$ cat src/rtl/scan_addr_gen.sv
// -----------------------------------------------------------------------------
// scan_addr_gen
//
// Sequential address scanner driving the 4-bit ADDR input of a 4-to-16
// decoder. Steps through 0..LAST, holding each address DWELL+1 cycles, in
// continuous or single-pass mode, with start/stop control and WRAP/DONE
// pulses. ACTIVE qualifies ADDR for downstream use with the decoder outputs.
//
// Optional feature macro: SCAN_BLANK_EN
//   When defined, every address change (including the wrap to 0) is preceded
//   by one BLANK cycle that holds the old ADDR with ACTIVE=0, which keeps
//   adjacent rows from ghosting. The end of a single pass skips the blank.
//
// Parameters
//   DWELL_W : width of DWELL and of the internal dwell counter
//
// Ports
//   CLK    in   clock, rising edge
//   RST    in   synchronous active-high reset
//   START  in   begin a scan (only honoured in IDLE)
//   STOP   in   abort the scan, wins over START
//   MODE   in   0 = continuous, 1 = single pass (latched at start)
//   LAST   in   final address of a pass (latched at start)
//   DWELL  in   hold count, each address lasts DWELL+1 cycles (latched)
//   ADDR   out  current scan address
//   ACTIVE out  ADDR valid
//   BUSY   out  scan in progress (SCAN or BLANK)
//   WRAP   out  one-cycle pulse when a pass completes
//   DONE   out  one-cycle pulse when a single pass ends
// -----------------------------------------------------------------------------
module scan_addr_gen #(
    parameter int DWELL_W = 8
) (
    input  logic               CLK,
    input  logic               RST,
    input  logic               START,
    input  logic               STOP,
    input  logic               MODE,
    input  logic [3:0]         LAST,
    input  logic [DWELL_W-1:0] DWELL,
    output logic [3:0]         ADDR,
    output logic               ACTIVE,
    output logic               BUSY,
    output logic               WRAP,
    output logic               DONE
);

    typedef enum logic [1:0] {
        IDLE  = 2'd0,
        SCAN  = 2'd1,
        BLANK = 2'd2
    } state_t;

    state_t             state_reg, state_next;
    logic [3:0]         addr_reg, addr_next;
    logic [DWELL_W-1:0] cnt_reg, cnt_next;
    logic               active_reg, active_next;
    logic               busy_reg, busy_next;
    logic               wrap_reg, wrap_next;
    logic               done_reg, done_next;
    logic               mode_lat_reg, mode_lat_next;
    logic [3:0]         last_lat_reg, last_lat_next;
    logic [DWELL_W-1:0] dwell_lat_reg, dwell_lat_next;

    logic dwell_end;
    logic at_last;
    logic [3:0] addr_step;

    assign dwell_end = (cnt_reg == dwell_lat_reg);
    assign at_last   = (addr_reg == last_lat_reg);
    // The 4-bit add wraps 15->0 on its own, but the explicit select also
    // covers LAST < 15.
    assign addr_step = at_last ? 4'd0 : addr_reg + 4'd1;

    // State and datapath registers
    always_ff @(posedge CLK) begin
        if (RST) begin
            state_reg     <= IDLE;
            addr_reg      <= 4'd0;
            cnt_reg       <= '0;
            active_reg    <= 1'b0;
            busy_reg      <= 1'b0;
            wrap_reg      <= 1'b0;
            done_reg      <= 1'b0;
            mode_lat_reg  <= 1'b0;
            last_lat_reg  <= 4'd0;
            dwell_lat_reg <= '0;
        end else begin
            state_reg     <= state_next;
            addr_reg      <= addr_next;
            cnt_reg       <= cnt_next;
            active_reg    <= active_next;
            busy_reg      <= busy_next;
            wrap_reg      <= wrap_next;
            done_reg      <= done_next;
            mode_lat_reg  <= mode_lat_next;
            last_lat_reg  <= last_lat_next;
            dwell_lat_reg <= dwell_lat_next;
        end
    end

    // Next-state logic
    always_comb begin
        state_next = state_reg;
        case (state_reg)
            IDLE: begin
                if (START && !STOP) state_next = SCAN;
            end
            SCAN: begin
                if (STOP) begin
                    state_next = IDLE;
                end else if (dwell_end) begin
                    if (at_last && mode_lat_reg) state_next = IDLE;
`ifdef SCAN_BLANK_EN
                    else state_next = BLANK;
`endif
                end
            end
            BLANK: begin
                state_next = STOP ? IDLE : SCAN;
            end
            default: state_next = IDLE;
        endcase
    end

    // Registered-output / datapath next values
    always_comb begin
        addr_next      = addr_reg;
        cnt_next       = cnt_reg;
        active_next    = active_reg;
        busy_next      = busy_reg;
        wrap_next      = 1'b0;
        done_next      = 1'b0;
        mode_lat_next  = mode_lat_reg;
        last_lat_next  = last_lat_reg;
        dwell_lat_next = dwell_lat_reg;
        case (state_reg)
            IDLE: begin
                addr_next   = 4'd0;
                cnt_next    = '0;
                active_next = 1'b0;
                busy_next   = 1'b0;
                if (START && !STOP) begin
                    mode_lat_next  = MODE;
                    last_lat_next  = LAST;
                    dwell_lat_next = DWELL;
                    active_next    = 1'b1;
                    busy_next      = 1'b1;
                end
            end
            SCAN: begin
                if (STOP) begin
                    addr_next   = 4'd0;
                    cnt_next    = '0;
                    active_next = 1'b0;
                    busy_next   = 1'b0;
                end else if (dwell_end) begin
                    // Clearing on match keeps the counter from ever
                    // overflowing, even with DWELL at its maximum.
                    cnt_next = '0;
                    if (at_last && mode_lat_reg) begin
                        addr_next   = 4'd0;
                        active_next = 1'b0;
                        busy_next   = 1'b0;
                        wrap_next   = 1'b1;
                        done_next   = 1'b1;
                    end else begin
`ifdef SCAN_BLANK_EN
                        // Hold the old address dark for one cycle; the
                        // address advances when BLANK exits.
                        active_next = 1'b0;
                        wrap_next   = at_last;
`else
                        addr_next   = addr_step;
                        wrap_next   = at_last;
`endif
                    end
                end else begin
                    cnt_next = cnt_reg + DWELL_W'(1);
                end
            end
            BLANK: begin
                cnt_next = '0;
                if (STOP) begin
                    addr_next   = 4'd0;
                    active_next = 1'b0;
                    busy_next   = 1'b0;
                end else begin
                    addr_next   = addr_step;
                    active_next = 1'b1;
                end
            end
            default: begin
                addr_next   = 4'd0;
                cnt_next    = '0;
                active_next = 1'b0;
                busy_next   = 1'b0;
            end
        endcase
    end

    assign ADDR   = addr_reg;
    assign ACTIVE = active_reg;
    assign BUSY   = busy_reg;
    assign WRAP   = wrap_reg;
    assign DONE   = done_reg;

endmodule

$ cat config.mk
export PLATFORM = sky130hd
export DESIGN_NAME = scan_addr_gen
export DESIGN_NICKNAME = d
export VERILOG_FILES = /design/src/rtl/scan_addr_gen.sv
export SDC_FILE = /design/constraint.sdc
export NUM_CORES = 1
export LEC_CHECK = 0
export CAP_MARGIN = 20
export CORE_ASPECT_RATIO = 1.75
export CORE_MARGIN = 2
export CORE_UTILIZATION = 49
export DETAILED_ROUTE_END_ITERATION = 12
export HOLD_SLACK_MARGIN = 0.08
export PLACE_DENSITY = 0.77
export SYNTH_ARGS = -nofsm -noshare
export SYNTH_HDL_FRONTEND = slang
export SYNTH_SLANG_ARGS = --single-unit
$ cat constraint.sdc
create_clock -name CLK -period 1.75 [get_ports CLK]
set_input_delay 0.4375 -clock CLK [delete_from_list [all_inputs] [get_ports CLK]]
set_output_delay 0.4375 -clock CLK [all_outputs]
set_load 0.01 [all_outputs]
-- Word-level counts from Yosys, hierarchy flattened
Index checks and enable logic that the tools add are counted.
- register bits: 31
- input bits: 17
- word-level logic and storage cells: 54
- $add $sub $neg: 2
- eq/ne operators: 8
- mux-type cells: 22
- bitwise gates (word level): 2
- reduce and logical (&&, ||, !) cells: 10
- operators with widths (kind ; number):
    2-to-1 mux 4 bit ; 5
    2-to-1 mux 1 bit ; 9
    adder 8 x 1 -> 8 bit (second input constant) ; 1
    == test 8 bit ; 1
    2-to-1 mux 2 bit ; 4
    one-hot mux 4 bit (2 select lines) ; 1
    OR reduction 4 bit ; 2
    inequality test 3 bit (second input constant) ; 2
    one-hot mux 1 bit (3 select lines) ; 2
    one-hot mux 2 bit (3 select lines) ; 1
    AND reduction 3 bit ; 2
    adder 4 x 1 -> 4 bit (second input constant) ; 1
    == test 4 bit ; 1
    inequality test 2 bit (second input constant) ; 2
    AND reduction 2 bit ; 2
    == test 2 x 1 -> 1 bit (second input constant) ; 1
    == test 2 bit (second input constant) ; 1
    logical AND 1 bit ; 2
    logical NOT 2 bit ; 1
    NOT 1 bit ; 2
    logical NOT 1 bit ; 1

-- Logic depth before layout (Yosys ltp)
- word-level depth: 6
- mapped depth: 5

-- Worst setup path before layout
Ideal clock, no wire load.
- path type: register to register
- from: register cnt_reg[2]
- to: register addr_reg[1], in the netlist ADDR[1]
- arrival time: 1.388 ns
- data required time: 1.680 ns
- path slack: 0.292 ns
- cell stages (with the launch flop): 5
- buffers on the path: 0
- period minus slack after synthesis: 1.458 ns
- cells stage by stage: dfxtp_1 > xnor2_2 > nand4_2 > or4b_1 > a21oi_1
- cells in the longest elaborated chain, start to end: 2
- ends and longest elaborated chain (item ; line ; source):
    start: declaration ; 56 ; logic [DWELL_W-1:0] cnt_reg, cnt_next;
    start signal: assignment ; 91 ; cnt_reg <= cnt_next;
    == test 8 bit ; 69 ; assign dwell_end = (cnt_reg == dwell_lat_reg);
    inequality test 3 bit (no line) ; n/a ;
    end signal: assignment ; 90 ; addr_reg <= addr_next;
    end: declaration ; 55 ; logic [3:0] addr_reg, addr_next;
Every way passes these cells.
A chain may end at the register's enable or synchronous reset.

-- Worst setup path in the final report
- from: register addr_reg[3], in the netlist ADDR[3]
- to: output ADDR[3]
- RTL lines (item ; line ; source):
    end: declaration ; 41 ; output logic [3:0] ADDR,
No word-level cell between the ends.

==> impl_metrics.csv <==
group,metric,value,unit
worst_setup_path,cp.buffers_inverters,1,
sta,maxSlewViolCount,0,
pwr,p_total,1.40,mW
placed_design,postPlaceCellArea,1540,um2
sta,hold_ws,0.468,ns
yosys,avgSynthCellArea,8.74,um2
yosys,yosys.cell_types.count,26,
yosys,synth_fp_nets,160,
sta,skew,0.00570,ns
route,wl_per_cell,13.5,um
yosys,ys_warn_count,0,
worst_setup_path,r2r_cells,4,
cells_and_area,fin_area,1630,um2
route,vias_per_cell,5.36,
clocking,clk_path_buf_depth,2,
worst_setup_path,cp.arrival,1.24,ns
clocking,root_buffer,"clkbuf_8",
worst_setup_path,reg2reg_setup_slack,0.15,ns
worst_setup_path,r2r_end,"ADDR[1]",
sta,fin_crit,1.67,ns
pwr,pwr-share-comb,11.4,%
pwr,p_leak,0.591,nW
global_route,grt-ovfl-total,0,
pwr,clkPwrFrac,39.1,%
sta,relSlewSlack,67.3,%
clocking,hold_buffers,0,
hold_path,min-delay-start,"dwell_lat_reg[3]",
floorplanning,coreArea,2430,um2
cells_and_area,instances_no_fill,199,
cells_and_area,fin_nets,192,
yosys,synth_async_sr_flop_share,0,%
sta,fmax,0.598,GHz
sta,setup_tns,0,ns
pwr,p_int,1.07,mW
placed_design,dp.cells,192,
clocking,cts.htree.levels,2,
route,vias,1066,
global_route,track_usage,20.0,%
worst_setup_path,worstSetupPathType,"flip-flop to primary output",
hold_path,holdCritPathClass,"flip-flop to flip-flop",
floorplanning,rows,24,
sta,report.final.hold_viol_count,0,
floorplanning,ioPinCount,25,
job,cap_violations,0,
route,remaining_drc_errors,0,
cells_and_area,antennaDiodeCount,0,
clocking,post_cts_resized,0,
yosys,synth_area,1230,um2
floorplanning,dieArea,2950,um2
floorplanning,die_w,41.9,um
worst_setup_path,cp-start-kind,"flip-flop",
cells_and_area,fillers,200,
cells_and_area,final_cell_mix,"nand2_1, dfxtp_1, clkdlybuf4s50_1",
clocking,numCtsBuffers,5,
worst_setup_path,crit_family,"buffers and inverters",
sta,period_share,95.6,%
global_route,grt_pass1_vias,1002,
yosys,netlist_instances,141,
global_route,antenna_found_initial,0,
global_route,grt_pass1_wl,4320,um
route,ant_nets,0,
placed_design,hpwl,1960,um
sta,setup_viol,0,
clocking,cts_setup_buffers,0,
floorplanning,die_h,70.3,um
yosys,yosys_register_bits,29,
worst_setup_path,critPathCaptureType,"primary output",
hold_path,hold_end,"dwell_lat_reg[3]",
placed_design,io_buffers,24,
global_route,grt_max_degree,16,
pwr,p_per_area,856,nW/um2
cells_and_area,multi_input_area,618,um2
worst_setup_path,path_max_fanout,4,
worst_setup_path,crit_chain,"clkdlybuf4s50_1",
yosys,synth_edf_count,0,
cells_and_area,drive_gt1_share,9.83,%
pwr,p_sw,324,uW
clocking,insertion_delay,0.28,ns
pwr,vdd_drop_max,0.650,mV
sta,rsz0062_at_grt,"false",
route,first_pass_iters,4,
clocking,cts.sinks,29,
worst_setup_path,slowest_delay,0.56,ns
yosys,synth-seq-area-share,47.1,%
floorplanning,start_util,50.7,%
pwr,p_seq_share,49.5,%
hold_path,worstHoldPathCells,2,
worst_setup_path,reg2reg_from,"dwell_lat_reg[7]",
placed_design,globalplace.congestion,0.797,
sta,worst_pin_slew,0.488,ns
run_status,status,"finished clean",
worst_setup_path,crit_required,1.31,ns
route,drtIter0Drc,11,
clocking,clk_pin_slew,0.06,ns
worst_setup_path,critPathSlowestCell,"clkdlybuf4s50_1",
cells_and_area,final_common_cell,"nand2_1",
clocking,cts_tree,"built",
pwr,sw_frac_of_total,23.2,%
cells_and_area,syn2layout_area_growth,32.4,%
cells_and_area,register_area,583,um2
route,postRouteWirelength,2680,um
yosys,ys.flop_type,"dfxtp_1",
metrics by stage:
step                      utilization, %  setup WS [ns]
after floorplan                        -          0.292
final                               67.1         0.0768
after global placement              63.3         0.0822
after detailed placement            63.3         0.0451
after CTS                           66.9        0.00785
after global routing                67.1         0.0261
tightest hold or removal path, stage by stage, from the launching register on:
cell and delay [ns]:
dfxtp_1 0.32, nand2_1 0.05, a21oi_1 0.05
metal layers:
metal | GRT usage (%) | up-vias | wire (um)
met3 | 6.46 | 6 | 103
li1 | - | 544 | -
met5 | 0 | - | 0
met2 | 33.9 | 22 | 1430
met4 | 10.8 | 0 | 68
met1 | 21.4 | 494 | 1080
cells in the mapped netlist, types with 2 or more instances:
library cell  number  share of area (%)
dfxtp_1           29                 47
nor4_1             2                1.0
clkbuf_1           4                1.2
xnor2_1           13                9.2
nand2_1           29                8.8
nor2_1            10                3.0
and3_1             2                1.0
inv_1              3               0.91
o21ai_0            2               0.81
nand3_1            5                2.0
and2_1             3                1.5
nor3_1             3                1.2
nand4_2            2                2.0
o22ai_1            2                1.0
ha_1               2                2.0
a21oi_1           15                6.1
a32o_1             2                1.6
a211o_1            2                1.4
xor2_1             4                2.8
cells by family after synthesis:
logic type | Yosys count | synth area share (%)
XOR/XNOR | 18 | 13.4
buffers and inverters | 8 | 2.74
AO/OA/AOI/OAI | 24 | 11.4
AND/OR/NAND/NOR | 60 | 23.3
flip-flops | 29 | 47.1
adder cells (fa/ha/maj) | 2 | 2.03
power by group through the flow:
stage          registers [mW]  logic [mW]  clock network [mW]
2_1_floorplan           0.703      0.0876                   0
6_report                0.691       0.159               0.546
4_1_cts                 0.691       0.158               0.553
5_1_grt                 0.693       0.174               0.574
3_3_place_gp            0.705       0.155                   0
3_5_place_dp            0.706       0.157                   0
final cells by class:
cell class,instances,area share (%)
tap,26,1.99
clock buffer,7,5.29
sequential,29,35.7
multi-input combinational,104,37.9
inverter,3,0.690
timing repair buffer,30,18.4
how the worst max path moves through the flow:
stage / slack (ns) / cells past startpoint / start / end
after floorplan: 0.29 / 4 / cnt_reg[2] / ADDR[1]
after global placement: 0.08 / 5 / RST / cnt_reg[5]
after detailed placement: 0.05 / 5 / RST / cnt_reg[5]
after CTS: 0.008 / 1 / ADDR[2] / ADDR[2]
after global routing: 0.03 / 1 / ADDR[3] / ADDR[3]
final: 0.08 / 1 / ADDR[3] / ADDR[3]
Power figures use the tool's default switching activity.
